`config.mk`:
```
export PLATFORM = sky130hd
export DESIGN_NAME = count_capture_ctrl_flat
export DESIGN_NICKNAME = d
export VERILOG_FILES = /design/src/rtl/count_capture_ctrl_pkg.sv /design/src/rtl/count_capture_ctrl_if.sv /design/src/rtl/count_capture_ctrl_capture_ring.sv /design/src/rtl/count_capture_ctrl.sv /design/src/flat_wrapper.sv
export SDC_FILE = /design/constraint.sdc
export NUM_CORES = 1
export LEC_CHECK = 0
export ABC_AREA = 1
export CORE_ASPECT_RATIO = 0.7
export CORE_MARGIN = 3
export CORE_UTILIZATION = 41
export DETAILED_ROUTE_END_ITERATION = 10
export SYNTH_ARGS = -nofsm -noshare
export SYNTH_HDL_FRONTEND = slang
export SYNTH_SLANG_ARGS = --single-unit
```
`constraint.sdc`:
```
create_clock -name clk -period 1.8 [get_ports clk]
set_input_delay 0.27 -clock clk [delete_from_list [all_inputs] [get_ports clk]]
set_output_delay 0.27 -clock clk [all_outputs]
set_load 0.005 [all_outputs]
```
`src/rtl/count_capture_ctrl_pkg.sv`:
```
`default_nettype none
// ============================================================================
//  Module      : count_capture_pkg
//  Description : Shared types, default sizes and helpers for the count/capture
//                sequencer slice.
//  Revision    : 1.0 - initial release
// ============================================================================
package count_capture_pkg;

    localparam int DEF_CNT_W    = 8;
    localparam int DEF_DEPTH    = 16;
    localparam int DEF_TERM_CNT = 255;

    typedef enum logic [1:0] {
        IDLE = 2'd0,
        RUN  = 2'd1,
        READ = 2'd2
    } state_e;

    // Flat state codes used by the sequencer register
    localparam logic [1:0] c_ST_IDLE = 2'(IDLE);
    localparam logic [1:0] c_ST_RUN  = 2'(RUN);
    localparam logic [1:0] c_ST_READ = 2'(READ);

    // Pointer width for a ring of the given depth (never below one bit)
    function automatic int addr_w(input int depth);
        return (depth > 1) ? $clog2(depth) : 1;
    endfunction

endpackage
`default_nettype wire

```
`src/rtl/count_capture_ctrl_if.sv`:
```
`default_nettype none
// ============================================================================
//  Module      : count_capture_ctrl_if
//  Description : Command, status and sample-stream bundle between the test
//                control socket (master) and the capture sequencer (slave).
//  Revision    : 1.0 - initial release
// ============================================================================
interface count_capture_ctrl_if
    import count_capture_pkg::*;
#(
    parameter int CNT_W = DEF_CNT_W,
    parameter int DEPTH = DEF_DEPTH
);
    localparam int c_ADDR_W = addr_w(DEPTH);

    logic               start;
    logic               stop;
    logic [CNT_W-1:0]   count;
    logic               busy;
    logic               term_pulse;
    logic               done;
    logic [c_ADDR_W:0]  fill;
    logic               rd_valid;
    logic               rd_ready;
    logic [CNT_W-1:0]   rd_data;

    modport master (
        output start, stop, rd_ready,
        input  count, busy, term_pulse, done, fill, rd_valid, rd_data
    );

    modport slave (
        input  start, stop, rd_ready,
        output count, busy, term_pulse, done, fill, rd_valid, rd_data
    );

endinterface
`default_nettype wire

```
`src/rtl/count_capture_ctrl_capture_ring.sv`:
```
`default_nettype none
// ============================================================================
//  Module      : capture_ring
//  Description : DEPTH x CNT_W sample ring with wrapping write pointer,
//                saturating fill count and a combinational read port.
//                Contents are intentionally not cleared by reset.
//  Revision    : 1.0 - initial release
// ============================================================================
module capture_ring
    import count_capture_pkg::*;
#(
    parameter int CNT_W = DEF_CNT_W,
    parameter int DEPTH = DEF_DEPTH
) (
    input  wire logic                        clk,
    input  wire logic                        rst,
    input  wire logic                        i_clear,
    input  wire logic                        i_wr_en,
    input  wire logic [CNT_W-1:0]            i_wr_data,
    input  wire logic [addr_w(DEPTH)-1:0]    i_rd_ptr,
    output logic      [CNT_W-1:0]            o_rd_data,
    output logic      [addr_w(DEPTH)-1:0]    o_wr_ptr,
    output logic      [addr_w(DEPTH):0]      o_fill
);
    localparam int                c_ADDR_W = addr_w(DEPTH);
    localparam logic [c_ADDR_W:0] c_FULL   = (c_ADDR_W+1)'(DEPTH);

    logic [CNT_W-1:0]    r_mem [DEPTH];
    logic [c_ADDR_W-1:0] r_wr_ptr;
    logic [c_ADDR_W:0]   r_fill;

    // Sample storage: one write per RUN cycle, no reset on the array
    always_ff @(posedge clk) begin
        if (i_wr_en) begin
            r_mem[r_wr_ptr] <= i_wr_data;
        end
    end

    // Write pointer wraps; fill counts valid entries and stops at DEPTH
    always_ff @(posedge clk) begin
        if (rst || i_clear) begin
            r_wr_ptr <= '0;
            r_fill   <= '0;
        end else if (i_wr_en) begin
            r_wr_ptr <= r_wr_ptr + c_ADDR_W'(1);
            if (r_fill != c_FULL) begin
                r_fill <= r_fill + (c_ADDR_W+1)'(1);
            end
        end
    end

    assign o_rd_data = r_mem[i_rd_ptr];
    assign o_wr_ptr  = r_wr_ptr;
    assign o_fill    = r_fill;

endmodule
`default_nettype wire

```
`src/rtl/count_capture_ctrl.sv`:
```
`default_nettype none
// ============================================================================
//  Module      : count_capture_ctrl
//  Description : Capture-run sequencer. IDLE -> RUN on start, samples the
//                free-running counter into the ring every RUN cycle, flags
//                the terminal count, then streams the ring oldest-first over
//                a valid/ready handshake in READ.
//                Build option CCC_AUTO_STOP_EN: reaching TERM_CNT in RUN
//                ends the run as if stop had been asserted.
//  Revision    : 1.0 - initial release
// ============================================================================
module count_capture_ctrl
    import count_capture_pkg::*;
#(
    parameter int CNT_W    = DEF_CNT_W,
    parameter int DEPTH    = DEF_DEPTH,
    parameter int TERM_CNT = DEF_TERM_CNT
) (
    input  wire logic             clk,
    input  wire logic             rst,
    count_capture_ctrl_if.slave   bus
);
    localparam int                c_ADDR_W = addr_w(DEPTH);
    localparam logic [c_ADDR_W:0] c_FULL   = (c_ADDR_W+1)'(DEPTH);
    localparam logic [CNT_W-1:0]  c_TERM   = CNT_W'(TERM_CNT);

    logic [1:0]          r_state;
    logic [CNT_W-1:0]    r_count;
    logic [c_ADDR_W-1:0] r_rd_ptr;
    logic [c_ADDR_W-1:0] r_rd_idx;
    logic                r_done;
    logic [CNT_W-1:0]    r_rd_hold;

    logic [c_ADDR_W-1:0] w_wr_ptr;
    logic [c_ADDR_W:0]   w_fill;
    logic [CNT_W-1:0]    w_mem_data;
    logic                w_idle;
    logic                w_run;
    logic                w_read;
    logic                w_term;
    logic                w_end_run;
    logic                w_hs;
    logic                w_last;
    logic                w_full_next;
    logic                w_clear;

    assign w_idle  = (r_state == c_ST_IDLE);
    assign w_run   = (r_state == c_ST_RUN);
    assign w_read  = (r_state == c_ST_READ);
    assign w_term  = w_run && (r_count == c_TERM);
    assign w_clear = w_idle && bus.start;

`ifdef CCC_AUTO_STOP_EN
    assign w_end_run = bus.stop || w_term;
`else
    assign w_end_run = bus.stop;
`endif

    assign w_hs        = w_read && bus.rd_ready;
    assign w_last      = ({1'b0, r_rd_idx} == (w_fill - (c_ADDR_W+1)'(1)));
    // Ring will be full after this cycle's write: oldest entry sits at the
    // next write position, otherwise it is entry 0
    assign w_full_next = (w_fill >= (c_FULL - (c_ADDR_W+1)'(1)));

    capture_ring #(
        .CNT_W (CNT_W),
        .DEPTH (DEPTH)
    ) u_ring (
        .clk       (clk),
        .rst       (rst),
        .i_clear   (w_clear),
        .i_wr_en   (w_run),
        .i_wr_data (r_count),
        .i_rd_ptr  (r_rd_ptr),
        .o_rd_data (w_mem_data),
        .o_wr_ptr  (w_wr_ptr),
        .o_fill    (w_fill)
    );

    // Sequencer: state, counter, read-out pointers and done pulse
    always_ff @(posedge clk) begin
        if (rst) begin
            r_state   <= c_ST_IDLE;
            r_count   <= '0;
            r_rd_ptr  <= '0;
            r_rd_idx  <= '0;
            r_done    <= 1'b0;
            r_rd_hold <= '0;
        end else begin
            r_done <= 1'b0;
            case (r_state)
                c_ST_IDLE: begin
                    if (bus.start) begin
                        r_state <= c_ST_RUN;
                        r_count <= '0;
                    end
                end
                c_ST_RUN: begin
                    r_count <= r_count + CNT_W'(1);
                    if (w_end_run) begin
                        r_state  <= c_ST_READ;
                        r_rd_ptr <= w_full_next ? (w_wr_ptr + c_ADDR_W'(1)) : '0;
                        r_rd_idx <= '0;
                    end
                end
                c_ST_READ: begin
                    if (w_hs) begin
                        r_rd_ptr  <= r_rd_ptr + c_ADDR_W'(1);
                        r_rd_idx  <= r_rd_idx + c_ADDR_W'(1);
                        r_rd_hold <= w_mem_data;
                        if (w_last) begin
                            r_state <= c_ST_IDLE;
                            r_done  <= 1'b1;
                        end
                    end
                end
                default: begin
                    r_state <= c_ST_IDLE;
                end
            endcase
        end
    end

    // Outside READ the stream keeps showing the last accepted sample
    assign bus.rd_data    = w_read ? w_mem_data : r_rd_hold;
    assign bus.rd_valid   = w_read;
    assign bus.count      = r_count;
    assign bus.busy       = !w_idle;
    assign bus.term_pulse = w_term;
    assign bus.done       = r_done;
    assign bus.fill       = w_fill;

endmodule
`default_nettype wire
```
`src/flat_wrapper.sv`:
```
// flat-port wrapper written by rule: the top's interface ports become plain ports
module count_capture_ctrl_flat import count_capture_pkg::*;
#(
    parameter int CNT_W    = DEF_CNT_W,
    parameter int DEPTH    = DEF_DEPTH,
    parameter int TERM_CNT = DEF_TERM_CNT
)
  (clk, rst, bus_start, bus_stop, bus_rd_ready, bus_count, bus_busy, bus_term_pulse, bus_done, bus_fill, bus_rd_valid, bus_rd_data);
  count_capture_ctrl_if #(.CNT_W(CNT_W), .DEPTH(DEPTH)) bus_i ();
  input  wire logic clk;
  input  wire logic rst;
  input wire logic [$bits(bus_i.start)-1:0] bus_start;
  input wire logic [$bits(bus_i.stop)-1:0] bus_stop;
  input wire logic [$bits(bus_i.rd_ready)-1:0] bus_rd_ready;
  output wire logic [$bits(bus_i.count)-1:0] bus_count;
  output wire logic [$bits(bus_i.busy)-1:0] bus_busy;
  output wire logic [$bits(bus_i.term_pulse)-1:0] bus_term_pulse;
  output wire logic [$bits(bus_i.done)-1:0] bus_done;
  output wire logic [$bits(bus_i.fill)-1:0] bus_fill;
  output wire logic [$bits(bus_i.rd_valid)-1:0] bus_rd_valid;
  output wire logic [$bits(bus_i.rd_data)-1:0] bus_rd_data;
  assign bus_i.start = bus_start;
  assign bus_i.stop = bus_stop;
  assign bus_i.rd_ready = bus_rd_ready;
  assign bus_count = bus_i.count;
  assign bus_busy = bus_i.busy;
  assign bus_term_pulse = bus_i.term_pulse;
  assign bus_done = bus_i.done;
  assign bus_fill = bus_i.fill;
  assign bus_rd_valid = bus_i.rd_valid;
  assign bus_rd_data = bus_i.rd_data;
  count_capture_ctrl #(.CNT_W(CNT_W), .DEPTH(DEPTH), .TERM_CNT(TERM_CNT)) u_core (.clk(clk), .rst(rst), .bus(bus_i));
endmodule
```
---- Word-level counts from Yosys, hierarchy flattened ----
Memory sizes are Yosys's and may differ from the RTL's. A register that Yosys moved wholly into a read port is not among the register bits.
Cells that the tools add are included.
word-level totals
  bits in registers ....................... 36
  RAM bits ................................ 128
  bits of input ports ..................... 5
  logic and storage cells ................. 61
  memories kept ........................... 1
operators by class
  add/subtract/negate cells ............... 6
  magnitude comparators ................... 1
  eq/ne operators ......................... 9
  muxes and demuxes ....................... 20
  bitwise operators ....................... 2
  reduce and logical (&&, ||, !) cells .... 14
memories
  memory               words  bits a word  rd ports  clocked after memory_dff  wr ports  line                                   text
  u_core.u_ring.r_mem  16     8            1         1                         1         count_capture_ctrl_capture_ring.sv:28  logic [CNT_W-1:0] r_mem [DEPTH];
operators with widths
  kind                 number
  $mux 4               7
  $mux 8               2
  $pmux 4 s2           2
  $pmux 8 s2           1
  $add 4x1->4 const B  3
  $add 8x1->8 const B  1
  $eq 8x8->1 const B   1
  $mux 2               4
  $ne 2x2->1 const B   4
  $pmux 2 s3           1
  $reduce_and 2->1     3
  $add 5x1->5 const B  1
  $eq 4x5->1           1
  $ge 5x4->1 const B   1
  $ne 5x5->1 const B   1
  $sub 5x1->5 const B  1
  $reduce_and 4->1     1
  $reduce_bool 2->1    2
  $logic_and 1x1->1    3
  $mux 1               3
  $reduce_and 3->1     1
  $reduce_or 3->1      1
  $eq 2x1->1 const B   1
  $eq 2x2->1 const B   1
  other kinds (4)      5

---- Longest topological paths before layout ----
Gate-level depths: netlist (run 1).
  depth after elaboration ................. 6
  depth in mapped cells ................... 12

---- By module ----
Synthesis (run 1) repeated with hierarchy kept, for this count alone.
second synthesis, totals
  cells, all modules ...................... 829
  area, all modules ....................... 7584.8 sq um
modules (own cells, without submodules)
  module              instances  cells each  area an instance (sq um)
  capture_ring        1          607         6072.1
  count_capture_ctrl  1          222         1512.7

---- Worst setup path before layout (run 1) ----
Ideal clock, no wire load.
  kind .................................... reg2out
  start point ............................. reg u_core.r_count[0], in the netlist u_core.bus.count[0]
  end point ............................... out bus_term_pulse
  data arrival time ....................... 1.346 ns
  required time ........................... 1.530 ns
  slack ................................... 0.184 ns
  stages on the path, launching flop included .. 6
  cell sequence ........................... dfxtp_1 ha_1 nand2_1 nor2_1 nand3_1 nor4_1
between the ends
  cells in the longest elaborated chain, start to end .. 2
RTL lines
  item                    line                      text
  start, declared         count_capture_ctrl.sv:28  logic [CNT_W-1:0] r_count;
  start signal, assigned  count_capture_ctrl.sv:99  r_count <= r_count + CNT_W'(1);
  $eq 8x8->1              count_capture_ctrl.sv:50  assign w_term = w_run && (r_count == c_TERM);
  $logic_and 1x1->1       count_capture_ctrl.sv:50
  end, declared           flat_wrapper.sv:17        output wire logic [$bits(bus_i.term_pulse)-1:0] bus_term_pulse;
No other way between the ends.

==> impl_metrics.py, run 1 <==
metrics = {
    "status": {
        "status": "finished, violations left",
        "violations": "setup timing",
    },
    "power_and_ir_drop": {
        "cellPowerDensity_nw_per_um2": 965,
        "power_leakage_nw": 3.79,
        "ir_drop_mv": 0.612,
    },
    "route": {
        "viasPerCell": 5.25,
        "drt-met1-wl_um": 9620,
        "vias": 5702,
        "drt_pass1_iterations": 5,
        "dr_wl_met3_um": 1440,
        "routed_wl_um": 20200,
        "wl_per_cell_um": 18.6,
        "drc_errors": 0,
        "dr_wl_met2_um": 8770,
        "first_iter_violations": 625,
        "top_layer": "met4",
        "postRouteAntennaNets": 0,
    },
    "logic_synthesis": {
        "ys_top_cells_by_area": "edfxtp_1, dfxtp_1, nand2_1",
        "yosysWarnings": 0,
        "synth_nets": 752,
        "synth-seq-cells": 168,
        "yosys.area.top_type": "edfxtp_1",
        "avgSynthCellArea_um2": 9.92,
        "syn_area_um2": 7310,
        "async_flop_share_pct": 0,
        "netlist-cell-type-count": 31,
        "yosysTopAreaCellShare_pct": 52.6,
        "synth-edff-count": 128,
        "syn_inst": 737,
        "yosysSeqAreaShare_pct": 63.5,
        "synth-main-ff-cell": "edfxtp_1",
    },
    "floorplanning": {
        "initial_utilization_pct": 42.2,
        "io_pins": 30,
        "core-area_um2": 17300,
        "dieArea_um2": 19500,
        "die_w_um": 166,
        "fp-row-count": 40,
        "die_h_um": 118,
    },
    "layout": {
        "fill_cells": 1481,
        "mostFrequentLayoutCells": "nand2_1, edfxtp_1, nor2_1",
        "drive_gt1_share_pct": 21.5,
        "final_common_cell": "nand2_1",
        "area_delta_synth_final_pct": 31.2,
        "nets": 857,
        "final_util_pct": 55.4,
        "diodes": 0,
    },
    "worst_hold_path": {
        "hp-class": "reg -> reg",
    },
    "clocking": {
        "clockRootBuffer": "clkbuf_16",
        "clockBufferDepth": 2,
        "clk_pin_slew_worst_paths_ps": 70,
        "clk_latency_ps": 440,
        "htreeDepth": 4,
        "clock_sinks": 168,
        "cts_buffers": 17,
        "cts_tree": "done",
        "postCtsHoldBufs": 0,
    },
    "worst_setup_path": {
        "critPathKind": "reg -> out",
        "crit_fanout": 7,
        "end_kind": "output port",
        "r2r_slack_ps": 50,
        "crit_arrival_ps": 2060,
        "start_kind": "flop",
        "critPathRequiredTime_ps": 1530,
    },
    "global_route": {
        "grt_first_pass_wirelength_um": 30000,
        "grt_max_degree": 34,
        "grt_usage_pct": 20.2,
        "antenna_found_initial": 0,
        "overflow": 0,
        "grt_pass1_vias": 5338,
    },
    "placed_design": {
        "dp_slack_ps": -318,
        "place_congestion": 0.816,
        "dp_hpwl_um": 12500,
        "portBuffers": 29,
    },
    "timing": {
        "tns_ps": -3750,
        "final_max_slew_viol_count": 0,
        "min_period_ps": 2330,
        "worst_pin_slew_ps": 638,
        "setup_slack_ps": -533,
        "rsz0062_at_grt": "true",
        "fin_worst_skew_ps": 13.4,
        "finalCritPeriodShare_pct": 130,
        "finalSetupViolCount": 8,
        "relSlewSlack_pct": 57.5,
        "hold_viol": 0,
        "fmax_ghz": 0.429,
    },
    "job": {
        "drv_cap": 0,
    },
}
cell usage after synthesis (8+ instances only):
library cell,n
a21oi_1,24
buf_2,19
dfxtp_1,40
edfxtp_1,128
ha_1,10
inv_1,57
nand2_1,148
nand3_1,71
nor2_1,112
nor2_2,8
o211ai_1,17
o21a_1,9
o21ai_0,37
o21ai_1,14
what timing repair did:
action	4_1_cts	5_1_grt
cloned	5	4
pin swaps	7	28
setup endpoints to repair	19	25
setup buffers	5	13
endpoints found under the hold margin	0	0
resized for setup	67	61
final cells by class:
class	instances	area, um^2	share of cell area, %
Multi-Input combinational cell	475	2430	25.4
Tap cell	231	289	3.01
Clock inverter	12	164	1.71
Clock buffer	20	457	4.76
Timing Repair Buffer	117	1330	13.9
Sequential cell	168	4670	48.7
Inverter	63	244	2.54
stage by stage:
| step | hold slack [ps] | instances | power, mW | instance area (um^2) |
|---|---|---|---|---|
| after floorplan | 430 | 737 | 4.92 | 7310 |
| after global routing | 535 | 1086 | 9.59 | 9590 |
| after global placement | 502 | 1027 | 5.28 | 8240 |
| after CTS | 483 | 1069 | 9.19 | 9250 |
| after detailed placement | 520 | 1027 | 5.30 | 8240 |
| final | 501 | 1086 | 9.26 | 9590 |
metal layers:
metal  track usage, %  vias to the layer above
li1                 -                     2718
met1             30.2                     2748
met2             28.8                      202
met3             4.43                       34
met4             7.27                        0
met5                0                        -
worst max-delay path, stage by stage, from the launching register on:
cell	delay (ps)
dfxtp_4	400
buf_6	150
clkbuf_16	150
buf_8	130
buf_6	110
o211ai_1	150
nand3_1	150
nand3_2	130
nand2_2	40
nand2_1	50
nand2_1	50
clkbuf_2	100
final timing paths:
kind / start / end / depth (start not counted)
hold reg to reg: u_core.u_ring.o_fill[0]$_SDFFE_PP0P_ / u_core.u_ring.o_fill[0]$_SDFFE_PP0P_ / 2
setup / recovery: flop / bus_rd_data[6] / 11
setup reg to reg: flop / u_core.r_rd_hold[6]$_SDFFE_PP0P_ / 11
hold / removal: u_core.u_ring.o_fill[0]$_SDFFE_PP0P_ / u_core.u_ring.o_fill[0]$_SDFFE_PP0P_ / 2
registers in the layout (all words and copies together) (netlist names), named ones only:
register                cells
u_core.u_ring.r_mem       128
u_core.bus.count            8
u_core.r_rd_hold            8
u_core.u_ring.o_fill        5
u_core.r_rd_idx             4
u_core.r_rd_ptr             4
u_core.u_ring.o_wr_ptr      4
u_core.r_state              2
u_core.bus.done             1
power breakdown:
part           internal, mW  switching, mW
logic                 0.514          0.673
clock network          2.28           1.56
registers              4.19         0.0508
total                  6.98           2.28
cells by family (layout without fill, tap and decap cells):
kind of cell	count (synthesis)	in the layout	synth area share (%)
xor gates and xnor gates	4	4	0.479
buffers and inverters	94	212	5.66
and+or+nand+nor	353	353	20.1
AOI/OAI and AO/OA	108	108	8.50
DFF	168	168	63.5
adders and majority gates	10	10	1.71
No activity file was read; power rests on OpenSTA's default activity.
==> run 2: changes to the inputs <==
- CAP_MARGIN: default -> 20
==> results of run 2 <==
Same layout as run 1: the final DEF is identical, and so are final timing and power.
==> run 3: changes to the inputs <==
- SLEW_MARGIN: default -> 20
- TNS_END_PERCENT: default -> 1
==> impl_metrics.py, run 3 (synthesized netlist as in run 1, its figures left out) <==
metrics = {
    "route": {
        "postRouteAntennaNets": 0,
        "viasPerCell": 5.25,
        "routed_wl_um": 19300,
        "wl_per_cell_um": 17.9,
        "first_iter_violations": 597,
        "vias": 5636,
        "drc_errors": 0,
        "drt_pass1_iterations": 5,
    },
    "worst_hold_path": {
        "min_path_cells": 3,
        "hp-class": "in -> reg",
    },
    "layout": {
        "final_common_cell": "nand2_1",
        "nets": 845,
        "largest_register_ff_count": 128,
        "diodes": 0,
        "drive_gt1_share_pct": 19.6,
        "final_area_um2": 9360,
        "regMostFlops": "u_core.u_ring.r_mem",
        "area_delta_synth_final_pct": 28.0,
        "mostFrequentLayoutCells": "nand2_1, edfxtp_1, nor2_1",
    },
    "timing": {
        "finalSetupViolCount": 11,
        "fin_worst_skew_ps": 10.5,
        "fmax_ghz": 0.428,
        "final_max_slew_viol_count": 0,
        "relSlewSlack_pct": 57.4,
        "finalCritPeriodShare_pct": 130,
        "hold_viol": 0,
        "tns_ps": -4320,
        "rsz0062_at_grt": "true",
        "setup_slack_ps": -536,
        "min_period_ps": 2340,
        "worst_pin_slew_ps": 638,
    },
    "floorplanning": {
        "core-area_um2": 17300,
        "fp-row-count": 40,
        "die_w_um": 166,
        "dieArea_um2": 19500,
        "die_h_um": 118,
        "initial_utilization_pct": 42.2,
        "io_pins": 30,
    },
    "job": {
        "drv_cap": 0,
    },
    "clocking": {
        "clk_pin_slew_worst_paths_ps": 70,
        "clk_latency_ps": 430,
        "cts_tree": "done",
        "cts_buffers": 17,
        "clock_sinks": 168,
        "postCtsHoldBufs": 0,
        "htreeDepth": 4,
        "clockBufferDepth": 2,
        "clockRootBuffer": "clkbuf_16",
    },
    "worst_setup_path": {
        "critPathKind": "reg -> out",
        "critPathRequiredTime_ps": 1530,
        "reg2regPathDepth": 11,
        "crit_arrival_ps": 2070,
        "end_kind": "output port",
        "cp_num_cells": 11,
        "cp_slowest_cell": "dfxtp_4",
        "crit_fanout": 7,
        "start_kind": "flop",
        "cpLargestDelayFamily": "buffers and inverters",
        "max_stage_delay_ps": 410,
        "path_buf_inv": 5,
        "crit_path_cell_trace": "buf_6 > clkbuf_16 > buf_8 > buf_6 > o211ai_1 > nand3_1 > nand3_2 > nand2_2 > nand2_1 > nand2_1 > clkbuf_2",
    },
    "global_route": {
        "grt_pass1_vias": 5298,
        "grt_max_degree": 34,
        "antenna_found_initial": 0,
        "grt_usage_pct": 19.3,
        "grt_first_pass_wirelength_um": 29000,
        "overflow": 0,
    },
    "placed_design": {
        "place_congestion": 0.816,
        "place_area_um2": 8240,
        "portBuffers": 29,
        "dp_hpwl_um": 12500,
    },
    "status": {
        "status": "finished, violations left",
        "violations": "setup timing",
    },
    "power_and_ir_drop": {
        "ir_drop_mv": 0.610,
        "cellPowerDensity_nw_per_um2": 985,
        "power_leakage_nw": 3.72,
    },
}
## run 3: cell types whose count changed in the layout (fill, tap and decap cells not counted), moves of 2 or more
cell and delta:
dfxtp_4 -5, dfxtp_2 +5, bufbuf_16 -3, buf_12 -4, dlymetal6s2s_1 +4, nor2_4 -2
buf_4 -7, nand2_4 -2, clkbuf_2 -4
## run 3: final timing paths
kind	to	slack, ps	from
worst max-delay path	bus_rd_data[6]	-540	flop
worst min-delay path	u_core.bus.done$_SDFF_PP0_	500	bus_rd_ready
worst max register to register	u_core.r_rd_hold[6]$_SDFFE_PP0P_	60	flop
worst min register to register	u_core.u_ring.o_fill[0]$_SDFFE_PP0P_	500	u_core.u_ring.o_fill[0]$_SDFFE_PP0P_
## run 3: where the power goes
| part | switching [mW] | internal [mW] |
|---|---|---|
| combinational | 0.658 | 0.494 |
| clock | 1.55 | 2.28 |
| sequential | 0.0519 | 4.19 |
## run 3: stage by stage
stage	power [mW]	hold slack (ps)	cells	utilization [%]	worst slack (ps)
2_1_floorplan	4.92	430	737	-	184
3_3_place_gp	5.28	502	1027	47.6	-327
3_5_place_dp	5.30	520	1027	47.6	-318
4_1_cts	9.15	483	1060	52.3	-708
5_1_grt	9.56	513	1074	54.0	-636
6_report	9.22	498	1074	54.0	-536
## run 3: layout make-up
type | instances | area (um^2)
multi-input cells | 475 | 2380
inverters | 63 | 244
flip-flops and latches | 168 | 4660
fillers | 1516 | 7960
clock buffers | 20 | 457
repair buffers | 105 | 1160
clock inverters | 12 | 164
well taps | 231 | 289
## run 3: per-layer routing
metal  vias up  wire length, um  global-route usage, %
met5         -                0                      0
met4         0              421                   7.38
met3        36             1190                   4.23
met2       200             8420                   28.1
met1      2713             9230                   28.4
li1       2687                -                      -
## run 3: repair_timing
item | 4_1_cts | 5_1_grt
gates cloned | 1 | 4
pin swaps | 1 | 25
setup buffers | 0 | 10
gates resized for setup | 51 | 52
endpoints found under the setup margin | 19 | 26
## run 3: worst register-to-register path: stages, from the launching register on
cell       delay (ps)
dfxtp_4           410
buf_6             150
clkbuf_16         150
buf_8             130
buf_6             110
o211ai_1          150
nand3_1           150
nand3_2           130
buf_4             100
nand3_1            60
nand2_1            70
inv_1              30
